==> config.mk <==
export PLATFORM = sky130hd
export DESIGN_NAME = thumb_encoder
export DESIGN_NICKNAME = d
export VERILOG_FILES = /design/src/rtl/thumb_encoder.sv
export SDC_FILE = /design/constraint.sdc
export NUM_CORES = 1
export LEC_CHECK = 0
export ABC_CLOCK_PERIOD_IN_PS = 2560
export CORE_MARGIN = 2
export CORE_UTILIZATION = 42
export DETAILED_ROUTE_END_ITERATION = 16
export PLACE_DENSITY = 0.68
export REMOVE_ABC_BUFFERS = 1
export SLEW_MARGIN = 10
export SYNTH_ARGS = -nofsm -noshare
export SYNTH_HDL_FRONTEND = slang
export SYNTH_SLANG_ARGS = --single-unit
==> constraint.sdc <==
create_clock -name clk -period 2.56 [get_ports clk]
set_clock_uncertainty 0.2 [all_clocks]
set_input_delay 0.512 -clock clk [delete_from_list [all_inputs] [get_ports clk]]
set_output_delay 0.512 -clock clk [all_outputs]
set_load 0.01 [all_outputs]
==> src/rtl/thumb_encoder.sv <==
// rtl/thumb_encoder.sv - Thumb instruction encoder writing sequential words into instruction memory
// Optional immediate/condition range checking is enabled by defining THUMB_ENC_RANGE_CHECK_EN.
module thumb_encoder #(
  parameter int ADDR_W = 8
) (
  input  logic              clk,
  input  logic              reset,
  input  logic              rewind,
  input  logic              req_valid,
  output logic              req_ready,
  input  logic [3:0]        req_op,
  input  logic [2:0]        req_rd,
  input  logic [2:0]        req_rn,
  input  logic [2:0]        req_rm,
  input  logic [10:0]       req_imm,
  input  logic [3:0]        req_cond,
  output logic              mem_we,
  output logic [ADDR_W-1:0] mem_addr,
  output logic [15:0]       mem_wdata,
  output logic [ADDR_W:0]   count,
  output logic              full,
  output logic              err,
  output logic [1:0]        err_code
);

  typedef enum logic [1:0] {
    ST_RUN  = 2'd0,
    ST_FULL = 2'd1,
    ST_ERR  = 2'd2
  } state_t;

  localparam logic [ADDR_W-1:0] LAST_ADDR = '1;

  state_t              state_q, state_d;
  logic                we_q;
  logic [ADDR_W-1:0]   addr_q;
  logic [ADDR_W-1:0]   ptr_q;
  logic [15:0]         wdata_q;
  logic [ADDR_W:0]     count_q;
  logic                full_q;
  logic                err_q;
  logic [1:0]          err_code_q;

  logic [15:0]         enc_word;
  logic [1:0]          enc_err;
  logic                accept;
  logic                accept_ok;
  logic                accept_bad;

  assign req_ready  = (state_q == ST_RUN) && !rewind;
  assign accept     = req_valid && req_ready;
  assign accept_ok  = accept && (enc_err == 2'b00);
  assign accept_bad = accept && (enc_err != 2'b00);

  // Build the instruction word for the requested op and flag encodings that cannot be emitted.
  always_comb begin
    enc_word = 16'h0000;
    enc_err  = 2'b00;
    case (req_op)
      4'd0:    enc_word = {7'b0001100, req_rm, req_rn, req_rd};
      4'd1:    enc_word = {7'b0001110, req_imm[2:0], req_rn, req_rd};
      4'd2:    enc_word = {5'b00110, req_rd, req_imm[7:0]};
      4'd3:    enc_word = {7'b0001101, req_rm, req_rn, req_rd};
      4'd4:    enc_word = {7'b0001111, req_imm[2:0], req_rn, req_rd};
      4'd5:    enc_word = {5'b00111, req_rd, req_imm[7:0]};
      4'd6:    enc_word = {10'b0000000000, req_rm, req_rd};
      4'd7:    enc_word = {5'b00100, req_rd, req_imm[7:0]};
      4'd8:    enc_word = {5'b00000, req_imm[4:0], req_rm, req_rd};
      4'd9:    enc_word = {5'b00101, req_rn, req_imm[7:0]};
      4'd10:   enc_word = {10'b0100000001, req_rm, req_rd};
      4'd11:   enc_word = {5'b01101, req_imm[4:0], req_rn, req_rd};
      4'd12:   enc_word = {5'b01100, req_imm[4:0], req_rn, req_rd};
      4'd13:   enc_word = {5'b11100, req_imm};
      4'd14:   enc_word = {4'b1101, req_cond, req_imm[7:0]};
      default: enc_err  = 2'b01;
    endcase
`ifdef THUMB_ENC_RANGE_CHECK_EN
    // Ops without an immediate field ignore req_imm entirely; B uses all 11 bits.
    case (req_op)
      4'd1, 4'd4: if (|req_imm[10:3]) enc_err = 2'b10;
      4'd2, 4'd5, 4'd7, 4'd9: if (|req_imm[10:8]) enc_err = 2'b10;
      4'd8, 4'd11, 4'd12: if (|req_imm[10:5]) enc_err = 2'b10;
      4'd14: begin
        if (|req_imm[10:8]) enc_err = 2'b10;
        else if (req_cond[3:1] == 3'b111) enc_err = 2'b11;
      end
      default: ;
    endcase
`endif
  end

  // Control state register.
  always_ff @(posedge clk or posedge reset) begin
    if (reset) state_q <= ST_RUN;
    else       state_q <= state_d;
  end

  // Next state: a bad encoding parks in ERR, accepting the last address parks in FULL, rewind always resumes.
  always_comb begin
    state_d = state_q;
    if (rewind) begin
      state_d = ST_RUN;
    end else begin
      case (state_q)
        ST_RUN: begin
          if (accept_bad)                         state_d = ST_ERR;
          else if (accept_ok && ptr_q == LAST_ADDR) state_d = ST_FULL;
        end
        default: state_d = state_q;
      endcase
    end
  end

  // Write pipeline, address pointer, word count and sticky status; a latched write survives rewind.
  always_ff @(posedge clk or posedge reset) begin
    if (reset) begin
      we_q       <= 1'b0;
      addr_q     <= '0;
      ptr_q      <= '0;
      wdata_q    <= 16'h0000;
      count_q    <= '0;
      full_q     <= 1'b0;
      err_q      <= 1'b0;
      err_code_q <= 2'b00;
    end else begin
      we_q <= accept_ok;
      if (accept_ok) begin
        addr_q  <= ptr_q;
        wdata_q <= enc_word;
        ptr_q   <= ptr_q + ADDR_W'(1);
      end
      if (we_q) begin
        count_q <= count_q + (ADDR_W+1)'(1);
        if (addr_q == LAST_ADDR) full_q <= 1'b1;
      end
      if (accept_bad) begin
        err_q      <= 1'b1;
        err_code_q <= enc_err;
      end
      if (rewind) begin
        ptr_q      <= '0;
        count_q    <= '0;
        full_q     <= 1'b0;
        err_q      <= 1'b0;
        err_code_q <= 2'b00;
      end
    end
  end

  assign mem_we    = we_q;
  assign mem_addr  = addr_q;
  assign mem_wdata = wdata_q;
  assign count     = count_q;
  assign full      = full_q;
  assign err       = err_q;
  assign err_code  = err_code_q;

endmodule
After elaboration in Yosys (flattened, before gate mapping)
Index checks and enable logic that the tools add are counted.
{ "totals": {"ff_bits": 48, "inputBits": 32, "wordCells": 63} }
{ "classes": {"n_addsub": 2, "n_eq_ne": 16, "mux": 17, "n_reduce_logical": 19} }
{ "op_table": {"columns": ["op", "n"], "rows": [
  ["one-hot mux 16 bit (15 select lines)", 1],
  ["equality test 4 bit, second input constant", 7],
  ["2-to-1 mux 9 bit", 2],
  ["equality test 4 x 3 -> 1 bit, second input constant", 4],
  ["equality test 8 bit, second input constant", 2],
  ["2-to-1 mux 8 bit", 2],
  ["OR reduction 15 bit", 1],
  ["2-to-1 mux 2 bit", 6],
  ["nonzero test 2 bit", 6],
  ["adder 9 x 1 -> 9 bit, second input constant", 1],
  ["adder 8 x 1 -> 8 bit, second input constant", 1],
  ["equality test 4 x 2 -> 1 bit, second input constant", 2],
  ["2-to-1 mux 1 bit", 6],
  ["logical AND 1 bit", 5],
  ["equality test 4 x 1 -> 1 bit, second input constant", 1],
  ["zero test 2 bit", 2],
  ["zero test 4 bit", 1],
  ["AND reduction 2 bit", 2],
  ["nonzero test 3 bit", 1],
  ["zero test 1 bit", 1]
]} }

Logic depth before layout (Yosys ltp)
Gate-level depths: netlist of run 1.
{ "logic_depth": {"ltp_word": 10, "mapped_depth": 7} }

Worst setup path after synthesis of run 1
OpenSTA, ideal clock, no wires.
{ "synth_path": {"path_kind": "input -> register", "startpoint": "input port rewind", "endpoint": "register ptr_q[4]", "setup_time_ps": 132, "arrival_ps": 1730, "t_required_ps": 2228, "path_slack_ps": 498, "stages": 6, "path_buffers": 2, "cell_sequence": "buf_6 or4b_4 buf_6 nor4b_4 xnor2_1 nor2_1"} }
{ "synth_via": {"elab_chain_len": 5, "elab_cells_between_ends": 6, "classes_between": "1 x mux; 5 x reduce/logical"} }
{ "synth_rtl": {"columns": ["element", "line", "source"], "rows": [
  ["start: declaration", "8", "input logic rewind,"],
  ["zero test 1 bit", "50", "assign req_ready = (state_q == ST_RUN) && !rewind;"],
  ["logical AND 1 bit", "50", null],
  ["logical AND 1 bit", "51", "assign accept = req_valid && req_ready;"],
  ["logical AND 1 bit", "52", "assign accept_ok = accept && (enc_err == 2'b00);"],
  ["nonzero test 2 bit (no source line)", null, null],
  ["end signal: assignment", "130", "ptr_q <= ptr_q + ADDR_W'(1);"],
  ["end: declaration", "37", "logic [ADDR_W-1:0] ptr_q;"]
]} }
Several ways; a longest one is shown, not always the timed one.
A chain may end at the register's enable or synchronous reset.

Final worst setup path of run 1
{ "layout_path": {"startpoint": "input port rewind", "endpoint": "output port req_ready"} }
{ "layout_via": {"elab_chain_len": 2} }
{ "layout_rtl": {"columns": ["element", "line", "source"], "rows": [
  ["zero test 1 bit", "50", null],
  ["logical AND 1 bit", "50", null],
  ["end: declaration", "10", "output logic req_ready,"]
]} }
Every way passes these cells.

==> metrics.yaml, run 1 <==
status: "finished, final reports clean"
cts_resized: 0
crit_type: "in2out"
grt_usage: 0.211
peakVddDrop_mv: 0.266
top_level_ports: 71
synthMuxAreaShare: 0.0189
fin_setup_tns_ns: 0
multi_input_area_um2: 1330
crit_arrival_ns: 1.75
synth-simple-area-share: 0.263
regArea_um2: 1180
grt_max_degree: 32
required_ns: 1.85
final.min_clock_period_ns: 2.46
die-area_um2: 6940
synth_xor_area_frac: 0.0431
num_vias: 2441
drive_above_1_share: 0.114
synth_seq_cells: 47
hold_class: "reg2reg"
max_cap_violations: 0
start_kind: "primary input"
synthArstFlopShare: 1.00
synth-compound-area-share: 0.169
fin_util: 0.610
numPlacedInstances: 445
drc: 0
area_delta_synth_final_pct: 38.4
clock_latency_ns: 0.30
p_leak_nw: 1.53
layout.cells.non_filler: 453
cts_sinks: 47
whs_ns: 0.307
placed_cell_area_um2: 3520
synth_edf_count: 0
rsz0062_at_grt: "no"
ant_nets: 0
slew_viol_final: 0
cts_max_path_buffers: 2
fp.coreArea_um2: 5990
period_share: 0.961
grt-ovfl-total: 0
yosys.area_share.adder: 0.00947
drt-initial-drc-count: 187
cts_hold_buf: 0
setup_viol: 0
place_congestion: 0.881
p_per_area_nw_per_um2: 516
viasPerCell: 5.39
synth.distinct_cells: 50
portBuffers: 69
drt-total-wl_mm: 7.07
initial_core_util: 0.441
cts-root-buf: "clkbuf_8"
grt_first_pass_wirelength_mm: 12.1
fillerInstances: 525
ys_seq_area_frac: 0.445
clkTransAtPathRegs_ns: 0.09
antenna_found_initial: 0
finalHoldViolations: 0
fin_nets: 411
place_ws_ns: 0.0192
setup_slack_ns: 0.100
htreeDepth: 2
dp_hpwl_mm: 5.34
drt-pass1-iter-count: 6
first_global_vias: 2457
ff2ff_setup_slack_ns: 0.67
syn_avg_cell_area_um2: 8.93
synthCells: 296
synthFlopType: "dfrtp_1"
rows: 28
ys_warn_count: 0
drt-wirelength-per-cell_um: 15.6
end_kind: "output port"
cts_tree: "built"
die_h_um: 83.3
critical_path.max_fanout: 4
fp.dieW_um: 83.3
cts_inserted_buffers: 5
timing.fmax_ghz: 0.407
cts_setup_buffers: 0
synth_top_family_by_area: "simple AND/OR/NAND/NOR gates"
diodes: 0
tightest_slew_ns: 0.661
power_mw: 1.89
post-route-cell-area_um2: 3660
relSlewSlack: 0.559
syn-cell-area_um2: 2640
==> final timing paths <==
check,startpoint,to,depth (start not counted)
setup / recovery,rewind,req_ready,3
hold / removal,mem_wdata[13],mem_wdata[13],2
setup reg to reg,state_q[1],ptr_q[6],4
hold reg to reg,mem_wdata[13],mem_wdata[13],2
max in group asynchronous,reset,state_q[1],3
min in group asynchronous,reset,mem_wdata[5],2
==> synthesized netlist by cell type (4+ instances only) <==
master / n / area, µm²
xor2_1: 5 / 43.8
mux2i_1: 5 / 50.1
a31oi_1: 7 / 43.8
nor2_1: 30 / 113
o21ai_0: 22 / 110
nand3_1: 5 / 25.0
a32oi_1: 4 / 35.0
nand2_1: 53 / 199
dfrtp_1: 47 / 1180
buf_2: 7 / 35.0
clkbuf_1: 9 / 33.8
xnor2_1: 8 / 70.1
nand2b_1: 5 / 31.3
nand3b_1: 4 / 30.0
nand4_1: 7 / 43.8
a21oi_1: 20 / 100
inv_1: 7 / 26.3
==> logic make-up (layout without fill, tap and decap cells) <==
family                     count (synthesis)  count (layout)
AOI/OAI and AO/OA                         72              72
xor gates and xnor gates                  13              13
adders and majority gates                  2               2
buffers and inverters                     28             110
DFF                                       47              47
muxes                                      5               5
other                                      1               1
and+or+nand+nor                          128             128
==> where the power goes <==
| group | switching [mW] | leakage (nW) | internal [mW] |
|---|---|---|---|
| Sequential | 0.0374 | 0.615 | 0.794 |
| Clock | 0.249 | 0.0654 | 0.390 |
| Combinational | 0.196 | 0.854 | 0.221 |
| Total | 0.482 | 1.53 | 1.41 |
==> flip-flops by register name, indices dropped and copies added (netlist names) <==
register / cells
count: 9
err: 1
err_code: 1
full: 1
mem_addr: 8
mem_wdata: 16
mem_we: 1
ptr_q: 8
state_q: 2
==> cells in the final DEF, fill, tap and decap left out, drive strengths merged, types with 3 or more instances in the layout <==
cell type      netlist  routed
nand4                7       7
mux2i                5       5
xnor2                8       8
nor2                30      30
dfrtp               47      47
inv                  8       8
buf                 11      25
or3                  3       3
nand3                5       5
nand2               53      53
nand3b               4       4
o21ai               22      22
xor2                 5       5
nor4                 4       4
a32oi                4       4
a41oi                3       3
a21oi               20      20
nand2b               5       5
clkbuf               9       6
clkdlybuf4s50        0      69
a31oi                7       7
==> worst max-delay path: stages <==
cell             delay [ns]
clkdlybuf4s50_1        0.46
nor3_1                 0.21
clkdlybuf4s50_1        0.56
==> layer usage <==
metal | routed length, µm | track usage
met4 | 61 | 0.0447
met2 | 3330 | 0.353
met3 | 384 | 0.0348
met1 | 3290 | 0.287
met5 | 0 | 0
==> layout make-up <==
cell class                      instances  area share
Sequential cell                        47       0.322
Clock buffer                            6      0.0198
Inverter                                8     0.00821
Multi-Input combinational cell        221       0.365
Clock inverter                          2      0.0164
Tap cell                               75      0.0257
Timing Repair Buffer                   94       0.244
(Power assumes the default switching activity.)
==> run 2, diff against run 1 <==
--- a/config.mk
+++ b/config.mk
@@ -10,7 +10,6 @@
 export CORE_UTILIZATION = 42
 export DETAILED_ROUTE_END_ITERATION = 16
 export PLACE_DENSITY = 0.68
-export REMOVE_ABC_BUFFERS = 1
 export SLEW_MARGIN = 10
 export SYNTH_ARGS = -nofsm -noshare
 export SYNTH_HDL_FRONTEND = slang
==> metrics.yaml, run 2 (synthesized netlist as in run 1, its figures left out) <==
status: "finished, final reports clean"
max_cap_violations: 0
clkTransAtPathRegs_ns: 0.08
crit_arrival_ns: 1.79
clock_latency_ns: 0.29
peakVddDrop_mv: 0.274
hold_class: "reg2reg"
p_leak_nw: 1.51
diodes: 0
syn_nets: 330
power_mw: 1.87
grt_use_met1: 0.274
start_kind: "primary input"
crit_type: "in2out"
cts_tree: "built"
first_global_vias: 2378
use_met2: 0.315
num_vias: 2472
largest_reg_flops: 16
fp.dieW_um: 83.3
viasPerCell: 5.51
period_share: 0.979
cts_setup_buffers: 0
initial_core_util: 0.441
crit_chain: "clkdlybuf4s50_1 -> nor3_1 -> clkdlybuf4s50_1"
finalHoldViolations: 0
drive_above_1_share: 0.104
slew_viol_final: 0
mostFrequentLayoutCells: "clkdlybuf4s50_1 (69), nand2_1 (53), dfrtp_1 (47), nor2_1 (30), o21ai_0 (22)"
timing.fmax_ghz: 0.399
p_per_area_nw_per_um2: 516
cts_resized: 0
final.min_clock_period_ns: 2.51
required_ns: 1.85
ant_nets: 0
area_delta_synth_final_pct: 37.3
critical_path.top_delay_family: "buffers and inverters"
grt_usage: 0.198
tightest_slew_ns: 0.599
worst-path-buf-inv: 2
htreeDepth: 2
rows: 28
cts-root-buf: "clkbuf_8"
fin_nets: 407
max_stage_delay_ns: 0.56
grt_max_degree: 48
dp_hpwl_mm: 5.17
r2r-start: "state_q[1]"
drt-initial-drc-count: 106
grt_use_met3: 0.0398
setup_viol: 0
drc: 0
top_level_ports: 71
cts_inserted_buffers: 5
place_congestion: 0.903
drt-wirelength-per-cell_um: 14.9
drt-total-wl_mm: 6.68
grt-ovfl-total: 0
die_h_um: 83.3
fp.coreArea_um2: 5990
top_usage_layer: "met2"
startpoint: "rewind"
layout_commonest_cell: "clkdlybuf4s50_1"
cts_max_path_buffers: 2
post-route-cell-area_um2: 3630
relSlewSlack: 0.601
antenna_found_initial: 0
drt-pass1-iter-count: 4
min_from: "mem_addr[4]"
fillerInstances: 538
crit_path_top_delay_cell: "clkdlybuf4s50_1"
portBuffers: 69
end_kind: "output port"
rsz0062_at_grt: "no"
placed_cell_area_um2: 3490
critical_path.max_fanout: 5
cp_common_cell: "clkdlybuf4s50_1"
grt_first_pass_wirelength_mm: 11.2
cts_hold_buf: 0
cts_sinks: 47
die-area_um2: 6940
[run 2: worst paths after layout]
kind / depth (start not counted) / to / slack, ns
worst max-delay path: 3 / req_ready / 0.05
worst max register to register: 4 / ptr_q[7] / 0.67
min in group asynchronous: 3 / count[3] / 0.48
max in group asynchronous: 3 / mem_wdata[9] / 1.27
worst min register to register: 2 / mem_addr[4] / 0.31
worst min-delay path: 2 / mem_addr[4] / 0.31
[run 2: worst reg2reg max path: stages, from the launching register on]
cell and delay (ns):
dfrtp_1 0.44, or4b_4 0.63, nor4_4 0.30, xnor2_1 0.15, nor2_1 0.05
[run 2: power breakdown]
| part | total (mW) | internal [mW] | switching [mW] |
|---|---|---|---|
| Combinational | 0.412 | 0.217 | 0.194 |
| Clock | 0.634 | 0.390 | 0.244 |
| Sequential | 0.828 | 0.794 | 0.0337 |
[run 2: metrics by stage]
step | instances | setup WS (ns) | hold slack (ns) | TNS (ns) | util
after floorplan | 296 | 0.498 | 0.281 | 0 | -
after global placement | 441 | 0.0472 | 0.279 | 0 | 0.583
after detailed placement | 441 | -0.00635 | 0.293 | -0.00635 | 0.583
after CTS | 449 | 0.0451 | 0.313 | 0 | 0.605
after global routing | 449 | 0.0119 | 0.338 | 0 | 0.605
final | 449 | 0.0530 | 0.308 | 0 | 0.605
[run 2: cell type report]
| type | instances | area [µm²] | share of cell area |
|---|---|---|---|
| clock inverters | 2 | 60.1 | 0.0166 |
| repair buffers | 90 | 861 | 0.237 |
| inverters | 8 | 30.0 | 0.00828 |
| multi-input cells | 221 | 1330 | 0.368 |
| clock buffers | 6 | 72.6 | 0.0200 |
| well taps | 75 | 93.8 | 0.0259 |
| flip-flops and latches | 47 | 1180 | 0.324 |
[run 2: per-layer routing]
metal	part of all wire	wire (µm)	vias to the layer above
met3	0.055	366	13
met4	0.017	111	0
met2	0.48	3230	86
met1	0.44	2970	1175
met5	0	0	-
li1	-	-	1198
==> run 3, diff against run 2 <==
--- a/config.mk
+++ b/config.mk
@@ -7,9 +7,9 @@
 export LEC_CHECK = 0
 export ABC_CLOCK_PERIOD_IN_PS = 2560
 export CORE_MARGIN = 2
-export CORE_UTILIZATION = 42
+export CORE_UTILIZATION = 49
 export DETAILED_ROUTE_END_ITERATION = 16
-export PLACE_DENSITY = 0.68
+export PLACE_DENSITY = 0.78
 export SLEW_MARGIN = 10
 export SYNTH_ARGS = -nofsm -noshare
 export SYNTH_HDL_FRONTEND = slang
==> metrics.yaml, run 3 (synthesized netlist as in run 1, its figures left out) <==
status: "finished, final reports clean"
largest_reg_flops: 16
relSlewSlack: 0.611
htreeDepth: 2
syn_nets: 330
cts_tree: "built"
clkTransAtPathRegs_ns: 0.08
crit_arrival_ns: 1.71
layout.cells.non_filler: 444
drt-initial-drc-count: 180
setup_viol: 0
drt-total-wl_mm: 6.56
drt-pass1-iter-count: 4
first_global_vias: 2478
crit_chain: "clkdlybuf4s50_1 -> nor3_1 -> clkdlybuf4s50_1"
place_congestion: 0.944
grt-ovfl-total: 0
drc: 0
end_kind: "output port"
hold_class: "reg2reg"
worst-path-buf-inv: 2
required_ns: 1.85
cts-root-buf: "clkbuf_8"
cts_inserted_buffers: 5
slew_viol_final: 0
rsz0062_at_grt: "no"
p_per_area_nw_per_um2: 519
tightest_slew_ns: 0.584
cts_max_path_buffers: 2
start_kind: "primary input"
fp.coreArea_um2: 5140
layout_commonest_cell: "clkdlybuf4s50_1"
peakVddDrop_mv: 0.317
cts_hold_buf: 0
dp_hpwl_mm: 5.06
max_cap_violations: 0
die-area_um2: 6000
max_stage_delay_ns: 0.55
crit_path_top_delay_cell: "clkdlybuf4s50_1"
period_share: 0.947
fin_nets: 407
timing.fmax_ghz: 0.412
final.min_clock_period_ns: 2.43
drive_above_1_share: 0.104
ant_nets: 0
clock_latency_ns: 0.30
numPlacedInstances: 436
top_level_ports: 71
num_vias: 2461
cts_sinks: 47
power_mw: 1.88
fin_setup_tns_ns: 0
cts_setup_buffers: 0
grt_first_pass_wirelength_mm: 11.5
antenna_found_initial: 0
fp.dieW_um: 77.4
initial_core_util: 0.514
die_h_um: 77.4
cts_resized: 0
critical_path.max_fanout: 4
diodes: 0
crit_type: "in2out"
mostFrequentLayoutCells: "clkdlybuf4s50_1 (69), nand2_1 (53), dfrtp_1 (47), nor2_1 (30), o21ai_0 (22)"
drt-wirelength-per-cell_um: 14.8
grt_usage: 0.238
finalHoldViolations: 0
fillerInstances: 441
grt_max_degree: 48
portBuffers: 69
viasPerCell: 5.54
area_delta_synth_final_pct: 37.0
cp_common_cell: "clkdlybuf4s50_1"
critical_path.top_delay_family: "buffers and inverters"
rows: 26
p_leak_nw: 1.52
## run 3: cell counts in the layout (fill, tap and decap cells not counted)
Identical to the previous run, type by type.
## run 3: final cells by class
class | count | area (µm²) | area share
Multi-Input combinational cell | 221 | 1330 | 0.368
Sequential cell | 47 | 1180 | 0.325
Timing Repair Buffer | 90 | 861 | 0.238
Tap cell | 70 | 87.6 | 0.0242
Clock buffer | 6 | 72.6 | 0.0200
Clock inverter | 2 | 60.1 | 0.0166
Inverter | 8 | 30.0 | 0.00829
## run 3: through the flow
stage,cell area (µm²),utilization,hold slack (ns),setup slack [ns]
4_1_cts,3620,0.704,0.296,0.134
3_5_place_dp,3490,0.679,0.277,0.0329
6_report,3620,0.704,0.296,0.135
3_3_place_gp,3490,0.679,0.273,0.0940
5_1_grt,3620,0.704,0.328,0.114
2_1_floorplan,2640,-,0.281,0.498
## run 3: power breakdown
group	internal [mW]	leakage, nW	switching (mW)	total, mW
clock	0.390	0.0654	0.245	0.636
sequential	0.794	0.615	0.0370	0.831
combinational	0.218	0.835	0.193	0.411
## run 3: per-layer routing
metal,vias up,part of all wire,wire [µm],GRT usage
li1,1199,-,-,-
met3,7,0.050,331,0.0384
met1,1171,0.45,2940,0.311
met2,84,0.49,3220,0.413
met5,-,0,0,0
met4,0,0.012,78,0.0625
## run 3: worst min-delay path, stage by stage, from the launching register on
cell,delay [ns]
dfrtp_1,0.36
nand2_1,0.05
o31ai_1,0.05
## run 3: path summary, 6_finish.rpt
path	from	end	slack, ns	cells past startpoint
max in group asynchronous	reset	mem_wdata[14]	1.28	3
worst max register to register	state_q[1]	ptr_q[5]	0.69	4
min in group asynchronous	reset	mem_wdata[2]	0.47	3
worst min-delay path	mem_wdata[10]	mem_wdata[10]	0.30	2
worst max-delay path	rewind	req_ready	0.13	3
worst min register to register	mem_wdata[10]	mem_wdata[10]	0.30	2
